File: config.mk
export PLATFORM = sky130hd
export DESIGN_NAME = minmax_scan_unit
export DESIGN_NICKNAME = d
export VERILOG_FILES = /design/src/rtl/minmax_scan_unit.sv
export SDC_FILE = /design/constraint.sdc
export NUM_CORES = 1
export LEC_CHECK = 0
export CAP_MARGIN = 20
export CORE_AREA = 2 2 97 99
export CTS_CLUSTER_SIZE = 30
export DETAILED_ROUTE_END_ITERATION = 10
export DIE_AREA = 0 0 99 101
export DONT_BUFFER_PORTS = 1
export PLACE_DENSITY = 0.65
export SLEW_MARGIN = 20
export SYNTH_ARGS = -nofsm -noshare
export SYNTH_HDL_FRONTEND = slang
export SYNTH_SLANG_ARGS = --single-unit
File: constraint.sdc
create_clock -name clk -period 2.7 [get_ports clk]
set_input_delay 0.54 -clock clk [delete_from_list [all_inputs] [get_ports clk]]
set_output_delay 0.54 -clock clk [all_outputs]
set_load 0.01 [all_outputs]
File: src/rtl/minmax_scan_unit.sv
// minmax_scan_unit: scans a block of signed samples and holds its min/max
// and their first-occurrence indices until the consumer acknowledges.
module minmax_scan_unit #(
    parameter int WIDTH = 16,
    parameter int CNT_W = 8
) (
    input  logic             clk,
    input  logic             rst_n,
    input  logic             energy,
    input  logic             start,
    input  logic [CNT_W-1:0] len,
    input  logic             in_valid,
    input  logic [WIDTH-1:0] in_data,
    output logic             in_ready,
    output logic             busy,
    output logic             res_valid,
    input  logic             res_ack,
    output logic [WIDTH-1:0] out_min,
    output logic [WIDTH-1:0] out_max,
    output logic [CNT_W-1:0] out_min_idx,
    output logic [CNT_W-1:0] out_max_idx
);
    typedef enum logic [1:0] {IDLE, SCAN, HOLD} state_t;
    state_t state, state_nx;
    logic [CNT_W:0] cnt, len_r;
    logic [WIDTH:0] d_min, d_max;
    logic accept, last, less, greater;

    assign in_ready  = energy && state == SCAN;
    assign busy      = state == SCAN;
    assign res_valid = state == HOLD;
    assign accept    = in_valid && in_ready;
    assign last      = cnt == len_r - (CNT_W+1)'(1);
    // Sign-extended subtract: the extra bit makes the sign exact even where
    // a WIDTH-bit difference would overflow.
    assign d_min     = {in_data[WIDTH-1], in_data} - {out_min[WIDTH-1], out_min};
    assign d_max     = {out_max[WIDTH-1], out_max} - {in_data[WIDTH-1], in_data};
    assign less      = d_min[WIDTH];
    assign greater   = d_max[WIDTH];

    always_ff @(posedge clk or negedge rst_n) begin
        if (!rst_n) state <= IDLE;
        else        state <= state_nx;
    end

    always_comb begin
        state_nx = state;
        if (energy) begin
            case (state)
                IDLE:    state_nx = start ? SCAN : IDLE;
                SCAN:    state_nx = (accept && last) ? HOLD : SCAN;
                HOLD:    state_nx = res_ack ? IDLE : HOLD;
                default: state_nx = IDLE;
            endcase
        end
    end

    always_ff @(posedge clk or negedge rst_n) begin
        if (!rst_n) begin
            cnt         <= '0;
            len_r       <= '0;
            out_min     <= '0;
            out_max     <= '0;
            out_min_idx <= '0;
            out_max_idx <= '0;
        end else if (energy) begin
            if (state == IDLE && start) begin
                cnt   <= '0;
                len_r <= (len == '0) ? {1'b1, {CNT_W{1'b0}}} : {1'b0, len};
            end
            if (accept) begin
                cnt <= cnt + (CNT_W+1)'(1);
                if (cnt == '0 || less) begin
                    out_min     <= in_data;
                    out_min_idx <= cnt[CNT_W-1:0];
                end
                if (cnt == '0 || greater) begin
                    out_max     <= in_data;
                    out_max_idx <= cnt[CNT_W-1:0];
                end
            end
        end
    end
endmodule

Word-level counts from Yosys, hierarchy flattened
Cells that the tools add are included.

word-level totals
  register bits after elaboration = 68
  output and inout port bits = 51
  logic and storage cells = 35

operators by class
  $add $sub $neg = 4
  eq/ne operators = 3
  multiplexer cells = 7
  reductions and logical operators = 14

operator list
  kind                   number
  $sub A16 B16 Y17       2
  $mux W9                3
  $add A9 B1 Y9 const B  1
  $eq A9 B9 Y1           1
  $logic_not A9 Y1       1
  $sub A9 B1 Y9 const B  1
  $logic_not A8 Y1       1
  $pmux W2 S3            1
  $reduce_and A3 Y1      2
  $logic_and A1 B1 Y1    4
  $mux W2                2
  $reduce_and A2 Y1      2
  $eq A2 B1 Y1 const B   1
  $eq A2 B2 Y1 const B   1
  $logic_not A2 Y1       1
  $logic_or A1 B1 Y1     2
  $reduce_bool A2 Y1     1
  $mux W1                1

Depth between registers and ports, before layout
Gate-level depths: netlist of run 1.

  word-level depth = 6
  gate-level depth with buffers = 9
  mapped depth without buffers = 8

Worst setup path after synthesis of run 1
No wires, ideal clock.

  path type = input -> register
  start point = input in_data[9]
  end point = register out_max[0]
  library setup time = 125 ps
  data arrival time = 2586 ps
  required time = 2575 ps
  slack = -11 ps
  stages on the path = 8
  path through = inv_1 -> ha_1 -> a21o_1 -> a221o_1 -> a2111oi_2 -> mux2_4 -> buf_12 -> mux2_4

between the ends
  cells in the longest elaborated chain, start to end = 3

RTL lines
  item                                line  text
  from (decl)                         13    input logic [WIDTH-1:0] in_data,
  $sub A16 B16 Y17                    37    assign d_max = {out_max[WIDTH-1], out_max} - {in_data[WIDTH-1], in_data};
  $logic_or A1 B1 Y1                  77    if (cnt == '0 || greater) begin
  $reduce_and A3 Y1 (no source line)  n/a
  to (signal assigned)                78    out_max <= in_data;
  to (decl)                           19    output logic [WIDTH-1:0] out_max,

Every way passes these cells.
A chain may end at the register's enable or synchronous reset.

Worst setup path after layout of run 1
  start point = register out_max[10]
  end point = register out_max[14]

between the ends
  cells in the longest elaborated chain, start to end = 3

RTL lines
  item                                line
  $sub A16 B16 Y17                    37
  $logic_or A1 B1 Y1                  77
  $reduce_and A3 Y1 (no source line)  n/a

Every way passes these cells.

==> results by group, run 1 <==
Global route
  – M1 GR Usage: roughly a fifth
  – Met2 usage: 29.52%
  – Vias in the first global route: between 2000 and 3000
  – Met3 Usage GRT: under 10%
  – Grt total ovfl: 0
  – Largest net degree at the start of global routing: 69
  – Grt peak-use layer: met2
  – GRT Util Overall: between 10% and 20%
  – Initial antenna violation count: 0
  – First-pass GRT wire length: between 10000 and 15000 microns

Synthesis
  – Simple-gate share of the synthesized area: between 10% and 20%
  – Post-synth EDFFs: 0
  – Syn Inst Count: 352
  – Synth Area in Adders: between 10% and 20%
  – Syn Nets: 415
  – Post-synthesis compound-gate area fraction: about a tenth
  – Synthesized area per cell: between 10 and 15 sq um
  – Asr flop ratio synth: between 90% and 100%
  – Mux cell area share after synthesis: between 10% and 20%
  – Main combinational cell family by area after synthesis: multiplexers
  – Synthesized cell area: roughly 0.004 sq mm
  – Register area share after synthesis: 43.49%
  – Yosys Warn Count: 0
  – Post-synth top flop: dfrtp_1
  – Xor and xnor fraction of the mapped netlist area: roughly 2.9%
  – Yosys reg bits: 68
  – Yosys cell types: 48

Worst setup path
  – CP Max Fanout: 12
  – Worst r2r src: out_max[10]
  – CP Launch Type: flop
  – Worst Setup SP: out_max[10]
  – Crit path kind: flop to flop
  – Worst EP arrival: approximately 2.9 ns
  – Worst r2r path cells: 6
  – Critical path endpoint category: flop
  – Worst EP required: about 2.9 ns

Die
  – Die X: 99 microns
  – Die height: a little over 100 microns
  – Initial core utilization: a little over two fifths
  – Die Area: approximately 0.01 sq mm
  – I/O pin count: 81
  – FP Rows: 35
  – CORE AREA: between 0.008 and 0.009 sq mm

Final layout
  – Nets: 444
  – Fin cells: between 400 and 500
  – Share of layout cells above drive strength 1: 21.50%
  – Antenna cells: 0
  – Multi-input logic area: between 0.002 and 0.0025 sq mm
  – Core Util, Final: about 50%
  – Synthesis-to-layout area growth: 14.49%
  – Fill cell count: about 800
  – Register area: 0.001702 sq mm

Place
  – Post-detail-place hpwl: 6125 microns
  – Port bufs: 0
  – Setup WS pre-CTS: -0.2023 ns
  – Placed cells: about 480
  – GP Congestion: about 0.81

Route
  – Drt drc: 0
  – Final wirelength: 8546 microns
  – Post-route ant nets: 0
  – DR vias/cell: between 5 and 6
  – DR pass1 iterations: 4
  – Via Count: between 2000 and 3000
  – WL per Instance: 17.20 microns
  – Drt initial violations: 76

Clock tree
  – TritonCTS clock tree: done
  – H-tree levels: 3
  – Root Driver: clkbuf_8
  – Clk slew on worst S/H paths: around 0.080 ns
  – Worst-Skew Late Latency: roughly 0.34 ns
  – Total CTS buffers: 9
  – Clock Path Buffers: 2
  – Setup repair bufs after CTS: 0
  – Clk sinks: 68

Timing
  – Final Hold Vio Count: 0
  – Max Slew Vio Count: 0
  – Setup TNS: 0 ns
  – RSZ-0062 raised after global routing: yes
  – Final WS setup: between 0.08 and 0.09 ns
  – Rel. slew slack: between 60% and 70%
  – Endpoints failing setup: 0
  – Slew at the pin closest to its max-slew limit: 0.4816 ns
  – Fmax: around 380 MHz
  – Final min period: ~2.6 ns
  – Tcrit/Tclk final: between 90% and 100%
  – Final Skew: approximately 0.011 ns

Flow run
  – Number of max-cap violations: 0

Power
  – Pwr/cell area: between 1000 and 1500 mW/mm^2
  – Max IR drop VDD: between 0.5 and 0.6 mV
  – Static Leak: approximately 0.0022 uW

Run status
  – Outcome: finished, final reports clean

Min path
  – Hold Path Class: primary input to async pin
-- what timing repair did --
| action | in CTS | in global routing |
|---|---|---|
| pin swaps | 0 | 1 |
| setup endpoints to repair | 24 | 34 |
| hold buffers | 1 | 0 |
| gates cloned | 1 | 1 |
| resized for setup | 1 | 4 |
| hold endpoints to repair | 68 | 0 |
-- final timing paths --
check	slack (ns)	to
max	0.08	out_max[14]
min	0.06	out_min[9]
max reg2reg	0.08	out_max[14]
min reg2reg	0.52	len_r[8]
max in group asynchronous	2.36	cnt[5]
min in group clk	0.29	state[0]
-- flip-flops by register name (all words and copies together) (netlist names) --
register     count
len_r            9
out_min_idx      8
out_max         16
out_min         16
state            2
out_max_idx      8
cnt              9
-- cell usage after synthesis, types with 7 or more instances --
master / instances / area [sq um]
mux2i_1: 15 / 150.1
nand4_1: 7 / 43.79
nand2_1: 30 / 112.6
dfrtp_1: 68 / 1702
nand3_1: 11 / 55.05
mux2_2: 9 / 101.4
inv_1: 39 / 146.4
o21ai_0: 21 / 105.1
nor2_1: 10 / 37.54
xnor2_1: 9 / 78.83
a21oi_1: 10 / 50.05
mux2_4: 21 / 315.3
ha_1: 33 / 412.9
a21o_1: 7 / 52.55
-- layer usage --
metal | vias to the layer above | wire (microns)
met2 | 75 | 4115
met1 | 1306 | 3688
met5 | - | 0
met3 | 13 | 567
met4 | 0 | 175
li1 | 1317 | -
-- cells in the final DEF (no fill, tap or decap), types with 2 or more instances in the layout --
master / n
a2111oi_4: 3
mux2_1: 5
clkinv_2: 2
nand4_1: 7
nand3b_1: 2
nand2_1: 30
bufinv_16: 2
mux2i_1: 15
ha_1: 33
a21o_1: 7
nor2_1: 10
nor4_1: 6
nand3_1: 11
o21ai_0: 21
xnor2_1: 9
dfrtp_1: 68
mux2_2: 8
mux2_4: 24
and3_1: 4
nand2b_1: 2
nor2b_1: 2
inv_1: 39
buf_4: 25
xor2_1: 4
a21oi_1: 10
nor3_1: 2
clkbuf_8: 12
a2111oi_2: 2
-- per-stage QoR --
stage               hold WS (ns)  power [uW]  instance area, sq um
global placement          0.2462        3854                  4158
detailed placement        0.2460        3914                  4158
global route             0.07369        5353                  4479
floorplan                 0.2444        3366                  3913
finish                   0.06070        4975                  4479
CTS                      0.06863        4969                  4436
-- area by class of cell --
class	count	area share (%)
clock buffers	12	3.687
multi-input cells	237	45.59
inverters	39	3.268
well taps	111	3.101
clock inverters	4	1.564
repair buffers	26	4.804
flip-flops and latches	68	37.99
-- worst max-delay path: stages, from the launching register on --
cell and delay (ns):
dfrtp_1 0.45, ha_1 0.29, and2_0 0.16, a221o_1 0.34, a2111oi_4 0.46, mux2_4 0.47
mux2_4 0.33
-- power by group --
part,total (uW),switching (uW),internal [uW]
Combinational,2140,1040,1100
Sequential,1850,446,1400
Clock,982,389,593
-- logic make-up after synthesis --
logic type	after synthesis
AOI/OAI and AO/OA	52
xor gates and xnor gates	13
adders and majority gates	33
buffers and inverters	49
DFF	68
muxes	50
and+or+nand+nor	87
(Power assumes the default switching activity.)
==> run 2: changes to the inputs <==
- SLEW_MARGIN: 20 -> not set
- clock period: 2.7 -> 2.91 ns (I/O delays scaled with it)
==> run 2 against run 1 <==
  * Clock skew down 0.00079 ns
  * Die area unchanged
  * Power down 14%
  * Count of clock-buffer cells in the layout unchanged
  * Worst hold slack better by 0.063 ns
  * Clock power down 19%
  * Critical path type unchanged
==> results by group, run 2 (synthesized netlist as in run 1, its figures left out) <==
Clock tree
  – H-tree levels: 3 (unchanged)
  – Clk sinks: 68 (unchanged)
  – TritonCTS clock tree: done
  – Worst-Skew Late Latency: 0.33 ns (about the same)
  – Post-cts repair resize count: 0 (-1)
  – Clock Path Buffers: 2 (unchanged)
  – Root Driver: clkbuf_8
  – Total CTS buffers: 9 (unchanged)
  – Setup repair bufs after CTS: 0 (unchanged)
  – Clk slew on worst S/H paths: 0.08 ns (about the same)
  – Post-CTS Hold Buffers: 1 (unchanged)

Run status
  – Outcome: finished, final reports clean

Final layout
  – Largest registers: out_max x16, out_min x16
  – Synthesis-to-layout area growth: 8.059%
  – Nets: 419 (-5.6%)
  – Most frequent cells in the layout: dfrtp_1, inv_1, ha_1
  – Fill cell count: 804 (+1.6%)
  – Core Util, Final: 47.09% (-2.8 points)
  – Design area: 0.004228 sq mm (-5.6%)
  – Most common cell after layout, fill and taps aside: dfrtp_1
  – Share of layout cells above drive strength 1: 15.79% (-5.7 points)
  – Antenna cells: 0 (unchanged)

Timing
  – Tcrit/Tclk final: 95.10% (-1.9 points)
  – Final WS setup: 0.1426 ns (+0.06213 ns)
  – Max Slew Vio Count: 0 (unchanged)
  – Final Hold Vio Count: 0 (unchanged)
  – Rel. slew slack: 66.10% (-1.7 points)
  – Final Skew: 0.009717 ns (-0.0007927 ns)
  – RSZ-0062 raised after global routing: no
  – Endpoints failing setup: 0 (unchanged)
  – Slew at the pin closest to its max-slew limit: 0.5085 ns (+0.02691 ns)
  – Fmax: 361.3 MHz (-5.3%)
  – Final min period: 2.767 ns (+0.1479 ns)

Die
  – Die height: 101 microns (unchanged)
  – CORE AREA: 0.008977 sq mm (unchanged)
  – FP Rows: 35 (unchanged)
  – Initial core utilization: 43.58% (unchanged)
  – Die X: 99 microns (unchanged)
  – Die Area: 0.009999 sq mm (unchanged)
  – I/O pin count: 81 (unchanged)

Power
  – Max IR drop VDD: 0.3753 mV (-29%)
  – Pwr/cell area: 1011 mW/mm^2 (-9.0%)
  – Static Leak: 0.002047 uW (-7.0%)

Place
  – Post-detail-place hpwl: 5897 microns (-3.7%)
  – GP Congestion: 0.7704 (-5.2%)
  – Post-DP Area: 0.003998 sq mm (-3.9%)
  – Port bufs: 0 (unchanged)
  – Setup WS pre-CTS: -0.04752 ns (+0.1548 ns)

Route
  – Drt initial violations: 49 (-36%)
  – WL per Instance: 17.15 microns (-0.24%)
  – DR pass1 iterations: 4 (unchanged)
  – DR vias/cell: 5.532 (+1.4%)
  – Final wirelength: 8097 microns (-5.3%)
  – Via Count: 2611 (-3.7%)
  – Drt drc: 0 (unchanged)
  – Post-route ant nets: 0 (unchanged)

Global route
  – Vias in the first global route: 2718 (-4.3%)
  – First-pass GRT wire length: 13600 microns (-2.5%)
  – GRT Util Overall: 17.05% (-0.56 points)
  – Initial antenna violation count: 0 (unchanged)
  – Grt total ovfl: 0 (unchanged)
  – Largest net degree at the start of global routing: 69 (unchanged)

Worst setup path
  – Critical path endpoint category: flop
  – Worst r2r path cells: 6 (unchanged)
  – Reg-to-Reg End: out_max_idx[2]
  – Worst r2r src: out_max[9]
  – Worst R2R Setup Slack: 0.14 ns (+0.06 ns)
  – Worst EP arrival: 2.99 ns (+0.14 ns)
  – CP Max Fanout: 24 (+12)
  – Setup crit end: out_max_idx[2]
  – Worst Setup SP: out_max[9]
  – CP Launch Type: flop
  – Worst EP required: 3.13 ns (+0.20 ns)
  – Crit path kind: flop to flop

Flow run
  – Number of max-cap violations: 0 (unchanged)

Min path
  – Hold Path Class: primary input to async pin
run 2: cell types whose count changed in the layout (fill, tap and decap cells not counted), sizes merged:
cell,change
buf,-23
mux2,-2
bufinv,-1
clkinvlp,+1
run 2: layout make-up:
class / instances / area [sq um] / area share [%]
sequential: 68 / 1702 / 40.25
multi-input combinational: 235 / 1983 / 46.91
tap: 111 / 138.9 / 3.285
clock inverter: 4 / 47.55 / 1.125
clock buffer: 12 / 155.1 / 3.670
timing repair buffer: 3 / 55.05 / 1.302
inverter: 39 / 146.4 / 3.463
run 2: worst min-delay path by stage:
stage,to,depth (start not counted),start
finish,out_min[8],1,rst_n
global route,out_max[9],1,rst_n
CTS,out_min[8],1,rst_n
detailed placement,out_min[8],0,rst_n
global placement,out_min[8],0,rst_n
floorplan,cnt[0],0,rst_n
run 2: metrics by stage:
stage | TNS, ns | cells | power (uW) | hold slack [ns]
floorplan | 0 | 352 | 3123 | 0.2864
global placement | -0.1457 | 455 | 3416 | 0.2882
detailed placement | -0.1871 | 455 | 3481 | 0.2880
CTS | 0 | 472 | 4323 | 0.1211
global route | 0 | 472 | 4613 | 0.1341
finish | 0 | 472 | 4273 | 0.1241
run 2: worst max-delay path: stages, from the launching register on:
cell and delay [ns]:
dfrtp_1 0.44, ha_1 0.33, a21o_1 0.20, a221o_1 0.33, a2111oi_2 0.41, mux2_4 0.54, mux2_2 0.39
run 2: layer usage:
| metal | global-route usage [%] | up-vias | share of wire (%) |
|---|---|---|---|
| met5 | 0 | - | 0 |
| met4 | 4.320 | 0 | 0.85 |
| met3 | 6.103 | 7 | 7.9 |
| met2 | 28.07 | 88 | 46 |
| met1 | 21.43 | 1263 | 45 |
| li1 | - | 1253 | - |
run 2: where the power goes:
group / switching [uW] / total (uW) / internal (uW)
combinational: 825 / 1690 / 865
clock: 355 / 796 / 441
sequential: 487 / 1790 / 1300
total: 1670 / 4270 / 2610
